## config.mk

```make
export PLATFORM = sky130hd
export DESIGN_NAME = alu_operand_sequencer
export DESIGN_NICKNAME = d
export VERILOG_FILES = /design/src/rtl/alu_operand_sequencer.sv
export SDC_FILE = /design/constraint.sdc
export NUM_CORES = 1
export LEC_CHECK = 0
export ABC_AREA = 1
export BUFFER_PORTS_ARGS = -buffer_cell sky130_fd_sc_hd__buf_2
export CORE_UTILIZATION = 48
export CTS_BUF_LIST = sky130_fd_sc_hd__clkbuf_8
export DETAILED_ROUTE_END_ITERATION = 12
export PLACE_DENSITY = 0.78
export SKIP_CTS_REPAIR_TIMING = 1
export SYNTH_ARGS = -nofsm -noshare
export SYNTH_HDL_FRONTEND = slang
export SYNTH_SLANG_ARGS = --single-unit
```

## constraint.sdc

```tcl
create_clock -name clk -period 1.35 [get_ports clk]
set_input_delay 0.3375 -clock clk [delete_from_list [all_inputs] [get_ports clk]]
set_output_delay 0.3375 -clock clk [all_outputs]
set_load 0.01 [all_outputs]
```

## src/rtl/alu_operand_sequencer.sv

```systemverilog
// alu_operand_sequencer: byte-serial front end for the 8-bit ALU.
// Collects opcode, operand A and operand B over in_valid/in_ready handshakes.
// Drives them as held registers into the ALU, waits ALU_LAT cycles, then
// presents the captured result on out_valid/out_ready.
// Optional feature macro: ALU_SEQ_CHAIN_EN. When defined, opcode bit 7 chains
// the previous result into operand A and skips loading A.
module alu_operand_sequencer #(
    parameter int unsigned WIDTH   = 8,
    parameter int unsigned SEL_W   = 2,
    parameter int unsigned ALU_LAT = 1
) (
    input  logic             clk,
    input  logic             rst,
    input  logic [WIDTH-1:0] in_data,
    input  logic             in_valid,
    output logic             in_ready,
    output logic [WIDTH-1:0] alu_a,
    output logic [WIDTH-1:0] alu_b,
    output logic [SEL_W-1:0] alu_s,
    input  logic [WIDTH-1:0] alu_result,
    output logic [WIDTH-1:0] out_data,
    output logic             out_valid,
    input  logic             out_ready,
    output logic [7:0]       op_count
);

    localparam int unsigned CntW = 4;

    typedef enum logic [2:0] {
        StLdOp,
        StLdA,
        StLdB,
        StExec,
        StDone
    } state_e;

    state_e           state_q, state_d;
    logic [WIDTH-1:0] alu_a_q, alu_a_d;
    logic [WIDTH-1:0] alu_b_q, alu_b_d;
    logic [SEL_W-1:0] alu_s_q, alu_s_d;
    logic [CntW-1:0]  cnt_q, cnt_d;
    logic [WIDTH-1:0] out_data_q, out_data_d;
    logic             out_valid_q, out_valid_d;
    logic [7:0]       op_count_q, op_count_d;
    logic             load_state;

    // Next-state and datapath updates; registers hold unless their own accept occurs.
    always_comb begin
        state_d     = state_q;
        alu_a_d     = alu_a_q;
        alu_b_d     = alu_b_q;
        alu_s_d     = alu_s_q;
        cnt_d       = cnt_q;
        out_data_d  = out_data_q;
        out_valid_d = out_valid_q;
        op_count_d  = op_count_q;
        load_state  = 1'b0;

        unique case (state_q)
            StLdOp: begin
                load_state = 1'b1;
                if (in_valid) begin
                    alu_s_d = in_data[SEL_W-1:0];
                    state_d = StLdA;
`ifdef ALU_SEQ_CHAIN_EN
                    // Chain: previous result becomes operand A, skip loading A.
                    if (in_data[7]) begin
                        alu_a_d = out_data_q;
                        state_d = StLdB;
                    end
`endif
                end
            end
            StLdA: begin
                load_state = 1'b1;
                if (in_valid) begin
                    alu_a_d = in_data;
                    state_d = StLdB;
                end
            end
            StLdB: begin
                load_state = 1'b1;
                if (in_valid) begin
                    alu_b_d = in_data;
                    cnt_d   = CntW'(ALU_LAT - 1);
                    state_d = StExec;
                end
            end
            StExec: begin
                if (cnt_q == '0) begin
                    out_data_d  = alu_result;
                    out_valid_d = 1'b1;
                    state_d     = StDone;
                end else begin
                    cnt_d = cnt_q - 1'b1;
                end
            end
            StDone: begin
                if (out_ready) begin
                    out_valid_d = 1'b0;
                    op_count_d  = op_count_q + 8'd1;
                    state_d     = StLdOp;
                end
            end
            default: state_d = StLdOp;
        endcase
    end

    // State and datapath registers, cleared asynchronously.
    always_ff @(posedge clk or posedge rst) begin
        if (rst) begin
            state_q     <= StLdOp;
            alu_a_q     <= '0;
            alu_b_q     <= '0;
            alu_s_q     <= '0;
            cnt_q       <= '0;
            out_data_q  <= '0;
            out_valid_q <= 1'b0;
            op_count_q  <= '0;
        end else begin
            state_q     <= state_d;
            alu_a_q     <= alu_a_d;
            alu_b_q     <= alu_b_d;
            alu_s_q     <= alu_s_d;
            cnt_q       <= cnt_d;
            out_data_q  <= out_data_d;
            out_valid_q <= out_valid_d;
            op_count_q  <= op_count_d;
        end
    end

    // Outputs; in_ready is forced low while reset is held so every output reads 0.
    always_comb begin
        in_ready  = load_state & ~rst;
        alu_a     = alu_a_q;
        alu_b     = alu_b_q;
        alu_s     = alu_s_q;
        out_data  = out_data_q;
        out_valid = out_valid_q;
        op_count  = op_count_q;
    end

endmodule
```

==> impl_metrics.ini, run 1 <==
[timing]
final_setup_vio_count = 2
clock-skew-final_ns = 0.00383
fmaxAchievable_mhz = 661
min_period_over_period_pct = 112
unrepaired_setup_endpoints_after_global_routing = true
tightest_slew_ns = 0.294
timing.final.crit_period_ns = 1.51
maxSlewHeadroom_pct = 80.4
finalMaxSlewViolations = 0
layout_setup_ws_ns = -0.164
hold_violations = 0

[synth]
synth_top_area_share_pct = 53.9
ys.warnings.count = 0
synth_cells = 217
postSynth.topFlopCell = dfrtp_1
syn_nets = 239
ys_seq_area_share_pct = 53.9
async_sr_flop_fraction_pct = 100
synth_area_per_cell_sq_um = 8.99
synth.ff_latch_count = 42
post_synth_num_cell_types = 22
cells_taking_the_most_area_after_synthesis = dfrtp_1 (54%), nand2_1 (13%), o21ai_2 (7.2%)
edff_count_synth = 0
area_of_the_mapped_netlist_sq_um = 1950
library_cell_with_the_largest_summed_area_after_synthesis = dfrtp_1

[global_routing]
grt_pass1_vias = 1472
track_usage_pct = 19.2
grt_first_pass_wirelength_mm = 6.29
largest_net_degree_at_the_start_of_global_routing = 23
gr-total-overflow = 0
number_of_antenna_violations_at_the_first_check_in_global_routing = 0

[setup_path]
worstPathRequired_ns = 1.01
worstSetupStartpointType = flop
cp.arrival_ns = 1.18
critPathKind = reg -> out
cpPeakStageDelay_ns = 0.44
critPathMaxFanout = 4
crit_chain = a21oi_2 -> inv_1 -> nor2_1 -> buf_2
worst_path_max_delay_cell = dfrtp_2
critical_path.endpoint_type = output port
ff2ff_path_depth = 6

[clock_tree]
clock_latency_at_the_later_pin_of_the_worst_skew_pair_ns = 0.29
cts_root_buf = clkbuf_8
cts.path.max_buffers = 2
cts.clk_slew.worst_paths_ns = 0.08
clock_tree.htree_level_count = 2
cts_made_buffers = 5
cts.sink_count = 42
tritoncts_clock_tree = yes

[placement]
routabilityCongestion = 0.870
placedInstanceArea_sq_um = 2320
port-buffer-count = 55
post-place-cells = 323
detailedPlacementHpwl_mm = 2.74

[drt]
vias = 1642
antenna_viol_nets_final = 0
routed_wire_length_per_instance_um = 12.1
first_iter_violations = 73
via_per_inst = 4.84
firstDrtPassIters = 4
drt-total-wl_mm = 4.10
drt_drc_violations_left = 0

[hold_path]
hp-class = in -> async

[layout]
finish.instance_area_sq_um = 2540
layout_common_cells = nand2_1 (69), buf_2 (55), dfrtp_1 (39), inv_1 (32), o21ai_2 (16)
nNetsFinal = 312
layout.cells.most_common = nand2_1
antenna_cells_inserted = 0
final_layout_size_suffix_gt1_share_pct = 38.5
layout.area.seq_sq_um = 1050
final-instance-count-excl-fill = 339
multiInputGateArea_sq_um = 793
final.fill_count = 292
area_delta_synth_final_pct = 30.5

[run_status]
violated_checks = setup timing
run_status = finished with violations

[floorplan]
placementRows = 22
floorplan.die.height_um = 65.7
pin_count = 56
die_w_um = 65.7
core_region_area_sq_um = 3770
die_area_sq_um = 4320
initial_utilization_pct = 51.7

[pwr]
cellPowerDensity_nw_per_um2 = 2210
vdd_ir_drop_max_mv = 1.18
leakagePower_nw = 1.45

[flow_run]
maxCapViolations = 0
## per-stage QoR
step           total power, mW  setup WS (ns)  utilization [%]  TNS (ns)  hold slack (ns)
4_1_cts                   5.22         -0.283             64.0    -0.283           0.0886
6_report                  5.62         -0.164             67.5    -0.167           0.0776
5_1_grt                   6.04         -0.207             67.5    -0.637            0.103
3_5_place_dp              4.39         0.0522             61.5         0            0.404
2_1_floorplan             3.63         0.0381                -         0            0.480
3_3_place_gp              4.31         0.0427             61.5         0            0.399
## state kept, by name, indices dropped and copies added (netlist names)
register and flops:
alu_s 2, alu_a 8, alu_b 8, state_q 3, op_count 8, cnt_q 4
out_valid 1, out_data 8
## report_power, final
group	total, mW	internal [mW]	switching, mW
clock	0.814	0.405	0.410
sequential	2.10	1.77	0.322
combinational	2.71	1.17	1.54
## area by class of cell
cell class | instances | area share, %
inverters | 32 | 4.72
well taps | 48 | 2.36
flip-flops and latches | 42 | 41.4
repair buffers | 70 | 16.7
clock inverters | 2 | 0.344
clock buffers | 6 | 3.24
multi-input cells | 139 | 31.2
## worst max-delay path, delay by kind of cell, from the launching register on
family / cells / cell delay (ns)
buffers and inverters: 2 / 0.18
AOI/OAI and AO/OA: 1 / 0.18
DFF: 1 / 0.44
and+or+nand+nor: 1 / 0.08
## path summary, 6_finish.rpt
path | startpoint | endpoint | slack [ns]
setup / recovery | state_q[1] | in_ready | -0.16
max in group asynchronous | rst | state_q[0] | 1.03
hold reg to reg | alu_b[5] | alu_b[5] | 0.48
setup reg to reg | state_q[1] | state_q[1] | 0
min in group clk | alu_result[2] | out_data[2] | 0.28
hold / removal | rst | state_q[1] | 0.08
## cells in the mapped netlist, types with 2 or more instances
cell,instances
buf_6,4
dfrtp_1,42
ha_1,2
inv_1,32
nand2_1,70
nand2_2,3
nand3_1,8
nand3b_1,4
nor2_1,10
nor2_2,2
o21ai_0,12
o21ai_2,16
xor2_1,3
## metal layers
| metal | wire length, um | GRT usage, % | vias to the layer above |
|---|---|---|---|
| met3 | 241 | 6.08 | 2 |
| met5 | 0 | 0 | - |
| li1 | - | - | 816 |
| met1 | 1860 | 24.8 | 777 |
| met2 | 1970 | 31.1 | 47 |
| met4 | 32 | 4.89 | 0 |
## cell families after synthesis
kind of cell / after synthesis / synth area share, %
AOI/OAI and AO/OA: 30 / 10.8
DFF: 42 / 53.9
buffers and inverters: 37 / 8.72
adders and majority gates: 2 / 1.28
xor gates and xnor gates: 4 / 1.80
and+or+nand+nor: 102 / 23.5
Power figures use the tool's default switching activity.
==> inputs of run 2 (changes only) <==
--- a/config.mk
+++ b/config.mk
@@ -5,12 +5,12 @@
 export SDC_FILE = /design/constraint.sdc
 export NUM_CORES = 1
 export LEC_CHECK = 0
-export ABC_AREA = 1
 export BUFFER_PORTS_ARGS = -buffer_cell sky130_fd_sc_hd__buf_2
-export CORE_UTILIZATION = 48
+export CORE_UTILIZATION = 47
 export CTS_BUF_LIST = sky130_fd_sc_hd__clkbuf_8
 export DETAILED_ROUTE_END_ITERATION = 12
-export PLACE_DENSITY = 0.78
+export PLACE_DENSITY = 0.77
+export SETUP_SLACK_MARGIN = 0.05
 export SKIP_CTS_REPAIR_TIMING = 1
 export SYNTH_ARGS = -nofsm -noshare
 export SYNTH_HDL_FRONTEND = slang
==> impl_metrics.ini, run 2 <==
[synth]
synth_fa_ha_area_share_pct = 1.40
async_sr_flop_fraction_pct = 100
synthXorXnorAreaFrac_pct = 3.44
postSynth.topFlopCell = dfrtp_1
synth-compound-area-share_pct = 2.39
synthMuxAreaShare_pct = 18.1
ys.warnings.count = 0
library_cell_with_the_largest_summed_area_after_synthesis = dfrtp_1
synth-simple-area-share_pct = 13.2
ys_seq_area_share_pct = 59.0
synth_cells = 132
area_of_the_mapped_netlist_sq_um = 1780
syn_nets = 154
post_synth_num_cell_types = 33
synth_area_per_cell_sq_um = 13.5
dominant_combinational_cell_family_by_area_after_synthesis = multiplexers
edff_count_synth = 0
list_of_most_frequent_post_synthesis_cells = dfrtp_1 (42), mux2_2 (22), nand2_1 (13)
yosys.cell_count.top_type = dfrtp_1
synth.ff_latch_count = 42
cells_taking_the_most_area_after_synthesis = dfrtp_1 (59%), mux2_2 (14%), nand2_1 (2.7%)
synth_top_area_share_pct = 59.0

[timing]
fmaxAchievable_mhz = 651
finalMaxSlewViolations = 0
tightest_slew_ns = 0.283
final.setup.tns_ns = -4.03
timing.final.crit_period_ns = 1.54
unrepaired_setup_endpoints_after_global_routing = true
layout_setup_ws_ns = -0.187
maxSlewHeadroom_pct = 81.1
timing.hold.ws_ns = 0.114
final_setup_vio_count = 32
min_period_over_period_pct = 114
hold_violations = 0
clock-skew-final_ns = 0.00727

[global_routing]
largest_net_degree_at_the_start_of_global_routing = 24
number_of_antenna_violations_at_the_first_check_in_global_routing = 0
grt_first_pass_wirelength_mm = 6.09
track_usage_pct = 20.1
gr-total-overflow = 0
grt_pass1_vias = 1333

[drt]
antenna_viol_nets_final = 0
drt-total-wl_mm = 4.03
drt_drc_violations_left = 0
routed_wire_length_per_instance_um = 15.6
firstDrtPassIters = 4
vias = 1344
via_per_inst = 5.19
first_iter_violations = 37

[pwr]
cellPowerDensity_nw_per_um2 = 2250
combinationalPowerShare_pct = 46.6
vdd_ir_drop_max_mv = 1.30
pwr-share-clk_pct = 14.6
sw_frac_of_total_pct = 33.7
seq_power_share_pct = 38.8
netSwitchingPower_mw = 1.90
leakagePower_nw = 1.26
cell_internal_pwr_mw = 3.75
overall_power_consumption_mw = 5.65

[layout]
layout_common_cells = buf_2 (55), dfrtp_1 (38), mux2_4 (14), buf_4 (14)
area_delta_synth_final_pct = 40.9
post-route-util_pct = 68.6
layout.cells.most_common = buf_2
nNetsFinal = 232
antenna_cells_inserted = 0
final_layout_size_suffix_gt1_share_pct = 62.6

[floorplan]
placementRows = 22
initial_utilization_pct = 48.7
floorplan.die.height_um = 63.6
pin_count = 56
die_area_sq_um = 4040
die_w_um = 63.6
core_region_area_sq_um = 3660

[setup_path]
worstSetupStartpointType = flop
crit_buf_inv = 4
critPathMaxFanout = 6
cp.arrival_ns = 1.72
worstPathRequired_ns = 1.53
critPathMostFrequentCell = buf_6
critPathKind = reg -> reg
critical_path.endpoint_type = flop
crit_chain = buf_6 -> buf_4 -> buf_6 -> nand4bb_4 -> buf_6 -> mux2_4
cpPeakStageDelay_ns = 0.41
worst_path_max_delay_cell = dfrtp_2
timing.critical_path.max_delay_family = buffers and inverters

[clock_tree]
cts.clk_slew.worst_paths_ns = 0.08
cts.sink_count = 42
cts_made_buffers = 5
tritoncts_clock_tree = yes
cts_root_buf = clkbuf_8
cts.path.max_buffers = 2
clock_latency_at_the_later_pin_of_the_worst_skew_pair_ns = 0.29
clock_tree.htree_level_count = 2

[flow_run]
maxCapViolations = 0

[run_status]
run_status = finished with violations
violated_checks = setup timing

[placement]
port-buffer-count = 55
detailedPlacementHpwl_mm = 2.67
routabilityCongestion = 0.773

[hold_path]
hp-class = in -> async
[run 2: changes by cell type in the layout (fill, tap and decap cells not counted), moves of 5 or more]
| cell | before | now |
|---|---|---|
| nor2_1 | 7 | 2 |
| nand2_1 | 69 | 12 |
| mux2_4 | 0 | 14 |
| inv_1 | 32 | 4 |
| nand3_1 | 8 | 2 |
| o21ai_2 | 16 | 0 |
| o21ai_0 | 11 | 1 |
| mux2_2 | 0 | 12 |
[run 2: logic make-up (layout without fill, tap and decap cells)]
kind of cell             after synthesis  after routing
adder cells (fa/ha/maj)                2              2
AND/OR/NAND/NOR                       38             38
multiplexers                          29             29
XOR/XNOR                               7              7
AO/OA/AOI/OAI                          6              6
buffers and inverters                  8             87
flip-flops                            42             42
[run 2: path summary, 6_finish.rpt]
kind	start	to	slack [ns]	depth (start not counted)
min in group clk	alu_result[3]	out_data[3]	0.27	2
setup reg to reg	state_q[2]	alu_b[7]	-0.19	6
hold reg to reg	op_count[7]	op_count[7]	0.46	1
hold / removal	rst	state_q[2]	0.11	3
max in group asynchronous	rst	op_count[2]	0.98	3
setup / recovery	state_q[2]	alu_b[7]	-0.19	6
[run 2: cell type report]
cell class                 count  area (sq um)
clock inverter                 2          8.76
inverter                       4          18.8
multi-input combinational     82           820
sequential                    42          1060
clock buffer                   6          82.6
tap                           48          60.1
timing repair buffer          75           465
fill                         262          1150
[run 2: power by group through the flow]
stage | Combinational (mW) | Clock, mW | Sequential [mW]
detailed placement | 2.15 | 0 | 2.20
global route | 2.81 | 0.890 | 2.26
global placement | 2.05 | 0 | 2.15
CTS | 2.15 | 0.833 | 2.18
finish | 2.63 | 0.823 | 2.19
floorplan | 1.21 | 0 | 2.30
[run 2: metrics by stage]
stage | area, sq um | setup slack, ns | instances
4_1_cts | 2320 | -0.264 | 250
3_5_place_dp | 2220 | -0.142 | 242
6_report | 2510 | -0.187 | 259
5_1_grt | 2510 | -0.239 | 259
3_3_place_gp | 2220 | -0.0867 | 242
2_1_floorplan | 1820 | -0.101 | 132
[run 2: worst min-delay path, stage by stage]
cell and delay [ns]:
buf_2 0.13, clkinvlp_4 0.07, buf_4 0.26
[run 2: per-layer routing]
layer  routed length [um]  global-route usage (%)  up-vias
li1                     -                       -      620
met1                 1730                    24.5      677
met2                 2040                    32.2       37
met3                  169                    5.43       10
met4                   98                    11.1        0
met5                    0                       0        -
